## src/rtl/cell_pkg.sv

```systemverilog
// rtl/cell_pkg.sv - shared tap indices, FSM state type and coefficient slice helper for the cells
package cell_pkg;

    localparam logic [2:0] TAP_B0 = 3'd0;
    localparam logic [2:0] TAP_B1 = 3'd1;
    localparam logic [2:0] TAP_B2 = 3'd2;
    localparam logic [2:0] TAP_A1 = 3'd3;
    localparam logic [2:0] TAP_A2 = 3'd4;
    localparam int         N_TAPS = 5;

    typedef enum logic [1:0] {
        ST_IDLE  = 2'd0,
        ST_MAC   = 2'd1,
        ST_WRITE = 2'd2
    } cell_state_t;

    // Coefficient slot number of tap k in stage s within the flat parameter vector.
    function automatic int coef_idx(input int s, input int k);
        return s * N_TAPS + k;
    endfunction

endpackage

```

## src/rtl/cell_round_sat.sv

```systemverilog
// rtl/cell_round_sat.sv - round-half-up, arithmetic right shift and saturation to OUT_W bits
module cell_round_sat #(
    parameter int IN_W  = 34,
    parameter int OUT_W = 15,
    parameter int SHIFT = 14
) (
    input  logic signed [IN_W-1:0]  value,
    output logic signed [OUT_W-1:0] result,
    output logic                    sat
);

    // One guard bit so adding the rounding constant can never wrap.
    localparam int EXT_W = IN_W + 1;
    localparam logic signed [EXT_W-1:0] HALF  = EXT_W'(1) << (SHIFT - 1);
    localparam logic signed [EXT_W-1:0] MAX_V = {{(EXT_W-OUT_W+1){1'b0}}, {(OUT_W-1){1'b1}}};
    localparam logic signed [EXT_W-1:0] MIN_V = {{(EXT_W-OUT_W+1){1'b1}}, {(OUT_W-1){1'b0}}};

    logic signed [EXT_W-1:0] rounded;
    logic signed [EXT_W-1:0] shifted;

    // Round toward +inf at the half point, drop fraction bits, clamp to the output range.
    always_comb begin
        rounded = EXT_W'(value) + HALF;
        shifted = rounded >>> SHIFT;
        sat     = 1'b0;
        result  = shifted[OUT_W-1:0];
        if (shifted > MAX_V) begin
            result = MAX_V[OUT_W-1:0];
            sat    = 1'b1;
        end else if (shifted < MIN_V) begin
            result = MIN_V[OUT_W-1:0];
            sat    = 1'b1;
        end
    end

endmodule

```

## src/rtl/cell_iir_cascade.sv

```systemverilog
// rtl/cell_iir_cascade.sv - cascade of direct-form-I biquads sharing one multiplier
module cell_iir_cascade
    import cell_pkg::*;
#(
    parameter int DATA_W   = 15,
    parameter int COEF_W   = 16,
    parameter int FRAC_W   = 14,
    parameter int N_STAGES = 4
) (
    input  logic                         clk,
    input  logic                         rst,
    input  logic [N_STAGES*5*COEF_W-1:0] params,
    input  logic                         param_en,
    input  logic [DATA_W-1:0]            data,
    input  logic                         data_en,
    output logic [DATA_W-1:0]            data_out,
    output logic                         data_out_en,
    output logic                         busy,
    output logic                         overrun,
    output logic                         overflow
);

    localparam int PV_W   = N_STAGES * N_TAPS * COEF_W;
    localparam int PROD_W = DATA_W + COEF_W;
    localparam int ACC_W  = DATA_W + COEF_W + 3;
    localparam int SW     = (N_STAGES > 1) ? $clog2(N_STAGES) : 1;
    localparam logic [SW-1:0] LAST_STAGE = SW'(N_STAGES - 1);

    // Unity gain on b0 of every stage, everything else zero.
    function automatic logic [PV_W-1:0] passthrough();
        logic [PV_W-1:0] v;
        v = '0;
        for (int s = 0; s < N_STAGES; s++) begin
            v[coef_idx(s, 0)*COEF_W +: COEF_W] = COEF_W'(1 << FRAC_W);
        end
        return v;
    endfunction

    cell_state_t state;
    logic [PV_W-1:0]          active;
    logic [PV_W-1:0]          shadow;
    logic                     pending;
    logic [SW-1:0]            stage;
    logic [2:0]               tap;
    logic signed [ACC_W-1:0]  acc;
    logic signed [DATA_W-1:0] x_cur;
    logic signed [DATA_W-1:0] x1 [N_STAGES];
    logic signed [DATA_W-1:0] x2 [N_STAGES];
    logic signed [DATA_W-1:0] y1 [N_STAGES];
    logic signed [DATA_W-1:0] y2 [N_STAGES];

    logic signed [COEF_W-1:0] coef;
    logic signed [DATA_W-1:0] operand;
    logic signed [PROD_W-1:0] prod;
    logic signed [ACC_W-1:0]  acc_sum;
    logic signed [DATA_W-1:0] y_res;
    logic                     y_sat;

    // Select the coefficient/operand pair for the current tap and accumulate; feedback taps subtract.
    always_comb begin
        coef = active[coef_idx(int'(stage), int'(tap))*COEF_W +: COEF_W];
        case (tap)
            TAP_B0:  operand = x_cur;
            TAP_B1:  operand = x1[stage];
            TAP_B2:  operand = x2[stage];
            TAP_A1:  operand = y1[stage];
            default: operand = y2[stage];
        endcase
        prod    = PROD_W'(coef) * PROD_W'(operand);
        acc_sum = (tap >= TAP_A1) ? acc - ACC_W'(prod) : acc + ACC_W'(prod);
    end

    cell_round_sat #(
        .IN_W  (ACC_W),
        .OUT_W (DATA_W),
        .SHIFT (FRAC_W)
    ) u_round_sat (
        .value  (acc_sum),
        .result (y_res),
        .sat    (y_sat)
    );

    // Sequencer: accept a sample, run N_STAGES*5 MAC cycles, then publish the result.
    always_ff @(posedge clk or posedge rst) begin
        if (rst) begin
            state       <= ST_IDLE;
            active      <= passthrough();
            shadow      <= '0;
            pending     <= 1'b0;
            stage       <= '0;
            tap         <= '0;
            acc         <= '0;
            x_cur       <= '0;
            data_out    <= '0;
            data_out_en <= 1'b0;
            busy        <= 1'b0;
            overrun     <= 1'b0;
            overflow    <= 1'b0;
            for (int s = 0; s < N_STAGES; s++) begin
                x1[s] <= '0;
                x2[s] <= '0;
                y1[s] <= '0;
                y2[s] <= '0;
            end
        end else begin
            data_out_en <= 1'b0;
            overrun     <= 1'b0;
            if (param_en) begin
                shadow  <= params;
                pending <= 1'b1;
            end
            case (state)
                ST_IDLE: begin
                    if (data_en) begin
                        x_cur <= data;
                        acc   <= '0;
                        stage <= '0;
                        tap   <= '0;
                        busy  <= 1'b1;
                        state <= ST_MAC;
                        // Coefficients only change between samples; fresh params win over the shadow.
                        if (param_en) begin
                            active   <= params;
                            pending  <= 1'b0;
                            overflow <= 1'b0;
                        end else if (pending) begin
                            active   <= shadow;
                            pending  <= 1'b0;
                            overflow <= 1'b0;
                        end
                    end
                end
                ST_MAC: begin
                    if (data_en) overrun <= 1'b1;
                    if (tap == TAP_A2) begin
                        x2[stage] <= x1[stage];
                        x1[stage] <= x_cur;
                        y2[stage] <= y1[stage];
                        y1[stage] <= y_res;
                        x_cur     <= y_res;
                        acc       <= '0;
                        tap       <= '0;
                        if (y_sat) overflow <= 1'b1;
                        if (stage == LAST_STAGE) begin
                            state <= ST_WRITE;
                        end else begin
                            stage <= stage + 1'b1;
                        end
                    end else begin
                        acc <= acc_sum;
                        tap <= tap + 3'd1;
                    end
                end
                ST_WRITE: begin
                    if (data_en) overrun <= 1'b1;
                    data_out    <= x_cur;
                    data_out_en <= 1'b1;
                    busy        <= 1'b0;
                    state       <= ST_IDLE;
                end
                default: begin
                    state <= ST_IDLE;
                    busy  <= 1'b0;
                end
            endcase
        end
    end

endmodule
```

## config.mk

```make
export PLATFORM = sky130hd
export DESIGN_NAME = cell_iir_cascade
export DESIGN_NICKNAME = d
export VERILOG_FILES = /design/src/rtl/cell_pkg.sv /design/src/rtl/cell_round_sat.sv /design/src/rtl/cell_iir_cascade.sv
export SDC_FILE = /design/constraint.sdc
export NUM_CORES = 2
export LEC_CHECK = 0
export CORE_UTILIZATION = 55
export DETAILED_ROUTE_END_ITERATION = 6
export PLACE_DENSITY = 0.73
export SYNTH_ARGS = -nofsm -noshare
export SYNTH_HDL_FRONTEND = slang
export SYNTH_SLANG_ARGS = --single-unit
export TNS_END_PERCENT = 1
```

## constraint.sdc

```tcl
create_clock -name clk -period 43.8 [get_ports clk]
set_input_delay 6.57 -clock clk [delete_from_list [all_inputs] [get_ports clk]]
set_output_delay 6.57 -clock clk [all_outputs]
set_load 0.05 [all_outputs]
```

==> results.cfg <==
[outcome]
status = complete, no violations

[floorplan]
floorplan.initialDensity_pct = 55.5
die-width_um = 311
dieHeight_um = 311
core_um2 = 94900
io-pin-count = 358
design.die.area_um2 = 96900
rows = 113

[worst_setup_path]
setup.worst_path.start = stage[0]
worst_r2r_setup_slack_ns = 29.11
slowest_stage = sky130_fd_sc_hd__buf_4
cp_max_fo = 41
path_class = register to register
crit_path_end = y1[42]
cp-start-kind = register
worst_r2r_startpoint = stage[0]
timing.critical_path.required_ns = 44.38
ff2ff_path_depth = 45
reg2reg_to = y1[42]
slowest_delay_ns = 0.79
arrival_ns = 15.26
critical-path-top-cell-by-count = sky130_fd_sc_hd__fa_1
end_kind = register

[global_route]
grt_util_all_layers_pct = 28.6
grt_first_pass_wirelength_um = 213000
vias_in_the_first_global_route = 36200
grt_max_degree = 181
overflow_after_grt = 0
antenna_found_initial = 26

[min_path]
timing.hold.worst.start = y1[56]
min-delay-path-class = register to register

[route]
met3WireLength_um = 8510
topRoutingLayerUsed = met5
wirelength_met1_um = 56800
detail_route.drc_violations = 0
wl_met2_um = 65300
firstDrtPassIters = 7
final_ant_viol_nets = 0
drt_wl_total_um = 137000
drt-initial-drc-count = 2302
routed-via-count = 34200
avgViaCountPerCell = 5.85
wl_per_cell_um = 23.4

[sta]
hold_slack_ns = 0.481
timing.max_slew.rel_slack_pct = 24.3
minimum_clock_period_after_layout_ns = 14.69
slew_violations = 0
unrepaired_setup_endpoints_after_global_routing = no
setup_viol_count_final = 0
tightest_slew_ns = 1.14
finalHoldViolations = 0
final_min_period_over_clock_period_pct = 33.5
fin_tns_setup_ns = 0
timing.clock.skew_ns = 0.0494
max_freq_ghz = 0.0681

[clocking]
tritoncts.num_buffers = 99
numClockSinks = 956
cts_resized = 0
worst_skew_pair.late_latency_ns = 0.70
cts_hold_repair.buffers = 0
cts_tree = yes
clock_transition_at_the_register_clock_pins_on_the_worst_setup_and_hold_paths_after_cts_ns = 0.06
clock_tree.htree_level_count = 3
cts_max_path_buffers = 3
cts.root.buffer_cell = sky130_fd_sc_hd__clkbuf_16
post_cts.repair.setup_buffers = 0

[placed_design]
detailedPlacementHpwl_um = 98300
buffer_ports.inserted = 357
globalplace.congestion = 0.944

[synthesis]
yosysTopAreaCellShare_pct = 45.3
yosys_warnings = 0
asyncSetResetFlopFracSynth_pct = 100
synth-seq-cells = 956
syn-cell-area_um2 = 52600
count_of_flip_flops_with_a_built_in_enable_after_synthesis = 0
synth_ff_type = sky130_fd_sc_hd__dfrtp_1
post-synth-top-area-cell = sky130_fd_sc_hd__dfrtp_1
mappedNetlistNets = 4909
synth_cell_types = 89
post_synth.cell_area_avg_um2 = 12.5
synth_top_cells_by_area = sky130_fd_sc_hd__dfrtp_1, sky130_fd_sc_hd__mux2_2, sky130_fd_sc_hd__fa_1
postSynthCellCount = 4196
seq_area_frac_synth_pct = 45.5

[layout]
final_cell_mix = sky130_fd_sc_hd__dfrtp_1, sky130_fd_sc_hd__mux2_2, sky130_fd_sc_hd__nand2_1
final-seq-area_um2 = 23900
drive_above_1_share_pct = 27.6
final.fill_count = 7145
multi_input_area_um2 = 26900
area.growth.synth_to_final_pct = 15.9
finish.net_count = 5202
layout.cells.most_common = sky130_fd_sc_hd__dfrtp_1

[run]
max_cap_viol_count = 0
[worst max-delay path: cells and delay by family (launching register included)]
| kind | cells | cell delay [ns] |
|---|---|---|
| muxes | 1 | 0.57 |
| and+or+nand+nor | 12 | 2.69 |
| buffers and inverters | 8 | 2.22 |
| xor gates and xnor gates | 1 | 0.16 |
| AOI/OAI and AO/OA | 14 | 3.77 |
| adders and majority gates | 9 | 4.40 |
| DFF | 1 | 0.68 |
[cell type report]
class,instances,area share (%)
clock inverter,37,0.911
antenna,6,0.0246
clock buffer,140,4.71
sequential,956,39.3
tap,1265,2.60
multi-input combinational,2747,44.2
timing repair buffer,411,6.60
inverter,274,1.70
[metal layers]
| metal | vias to the layer above | global-route usage (%) |
|---|---|---|
| li1 | 15300 | - |
| met1 | 17600 | 37.9 |
| met2 | 982 | 46.2 |
| met3 | 253 | 5.89 |
| met4 | 38 | 11.5 |
| met5 | - | 0 |
[per-stage QoR]
| stage | util, % | instance area (um2) | cells | setup WS, ns |
|---|---|---|---|---|
| after floorplan | - | 52600 | 4196 | 10.35 |
| after global placement | 60.6 | 57500 | 5653 | 29.48 |
| after detailed placement | 60.6 | 57500 | 5653 | 29.18 |
| after CTS | 64.2 | 60900 | 5830 | 29.09 |
| after global routing | 64.2 | 60900 | 5831 | 28.15 |
| final | 64.3 | 61000 | 5836 | 29.11 |
[cell usage after synthesis, drive strengths merged (25+ instances only)]
| library cell | count |
|---|---|
| a21o | 25 |
| a21oi | 136 |
| a22oi | 28 |
| and2 | 25 |
| and3 | 30 |
| buf | 27 |
| clkbuf | 192 |
| dfrtp | 952 |
| fa | 237 |
| ha | 137 |
| inv | 273 |
| mux2 | 847 |
| mux4 | 133 |
| nand2 | 368 |
| nand3 | 30 |
| nor2 | 176 |
| nor2b | 25 |
| nor3 | 29 |
| o21ai | 141 |
| xnor2 | 55 |
| xor2 | 37 |
[how the worst min path moves through the flow]
| stage | to | slack, ns | cells past startpoint |
|---|---|---|---|
| 3_3_place_gp | y1[18] | 0.46 | 2 |
| 6_report | y1[56] | 0.48 | 2 |
| 2_1_floorplan | y1[29] | 0.44 | 2 |
| 3_5_place_dp | y1[27] | 0.47 | 2 |
| 4_1_cts | y1[27] | 0.48 | 2 |
| 5_1_grt | shadow[53] | 0.50 | 1 |
[cell families after synthesis]
family / count (synthesis) / synth area share (%)
buffers and inverters: 493 / 3.55
AND/OR/NAND/NOR: 773 / 6.63
flip-flops: 956 / 45.5
multiplexers: 995 / 24.1
XOR/XNOR: 93 / 1.57
adder cells (fa/ha/maj): 374 / 12.3
AO/OA/AOI/OAI: 512 / 6.38
[flip-flops by register name, indices dropped and copies added (netlist names), 3 cells and up]
register,count
data_out,15
acc,34
y2,60
x_cur,15
y1,60
active,320
shadow,320
x1,60
x2,60
tap,3
Power is not shown: default switching activity piles up to over one toggle a cycle in this logic, so the estimate is an artifact.
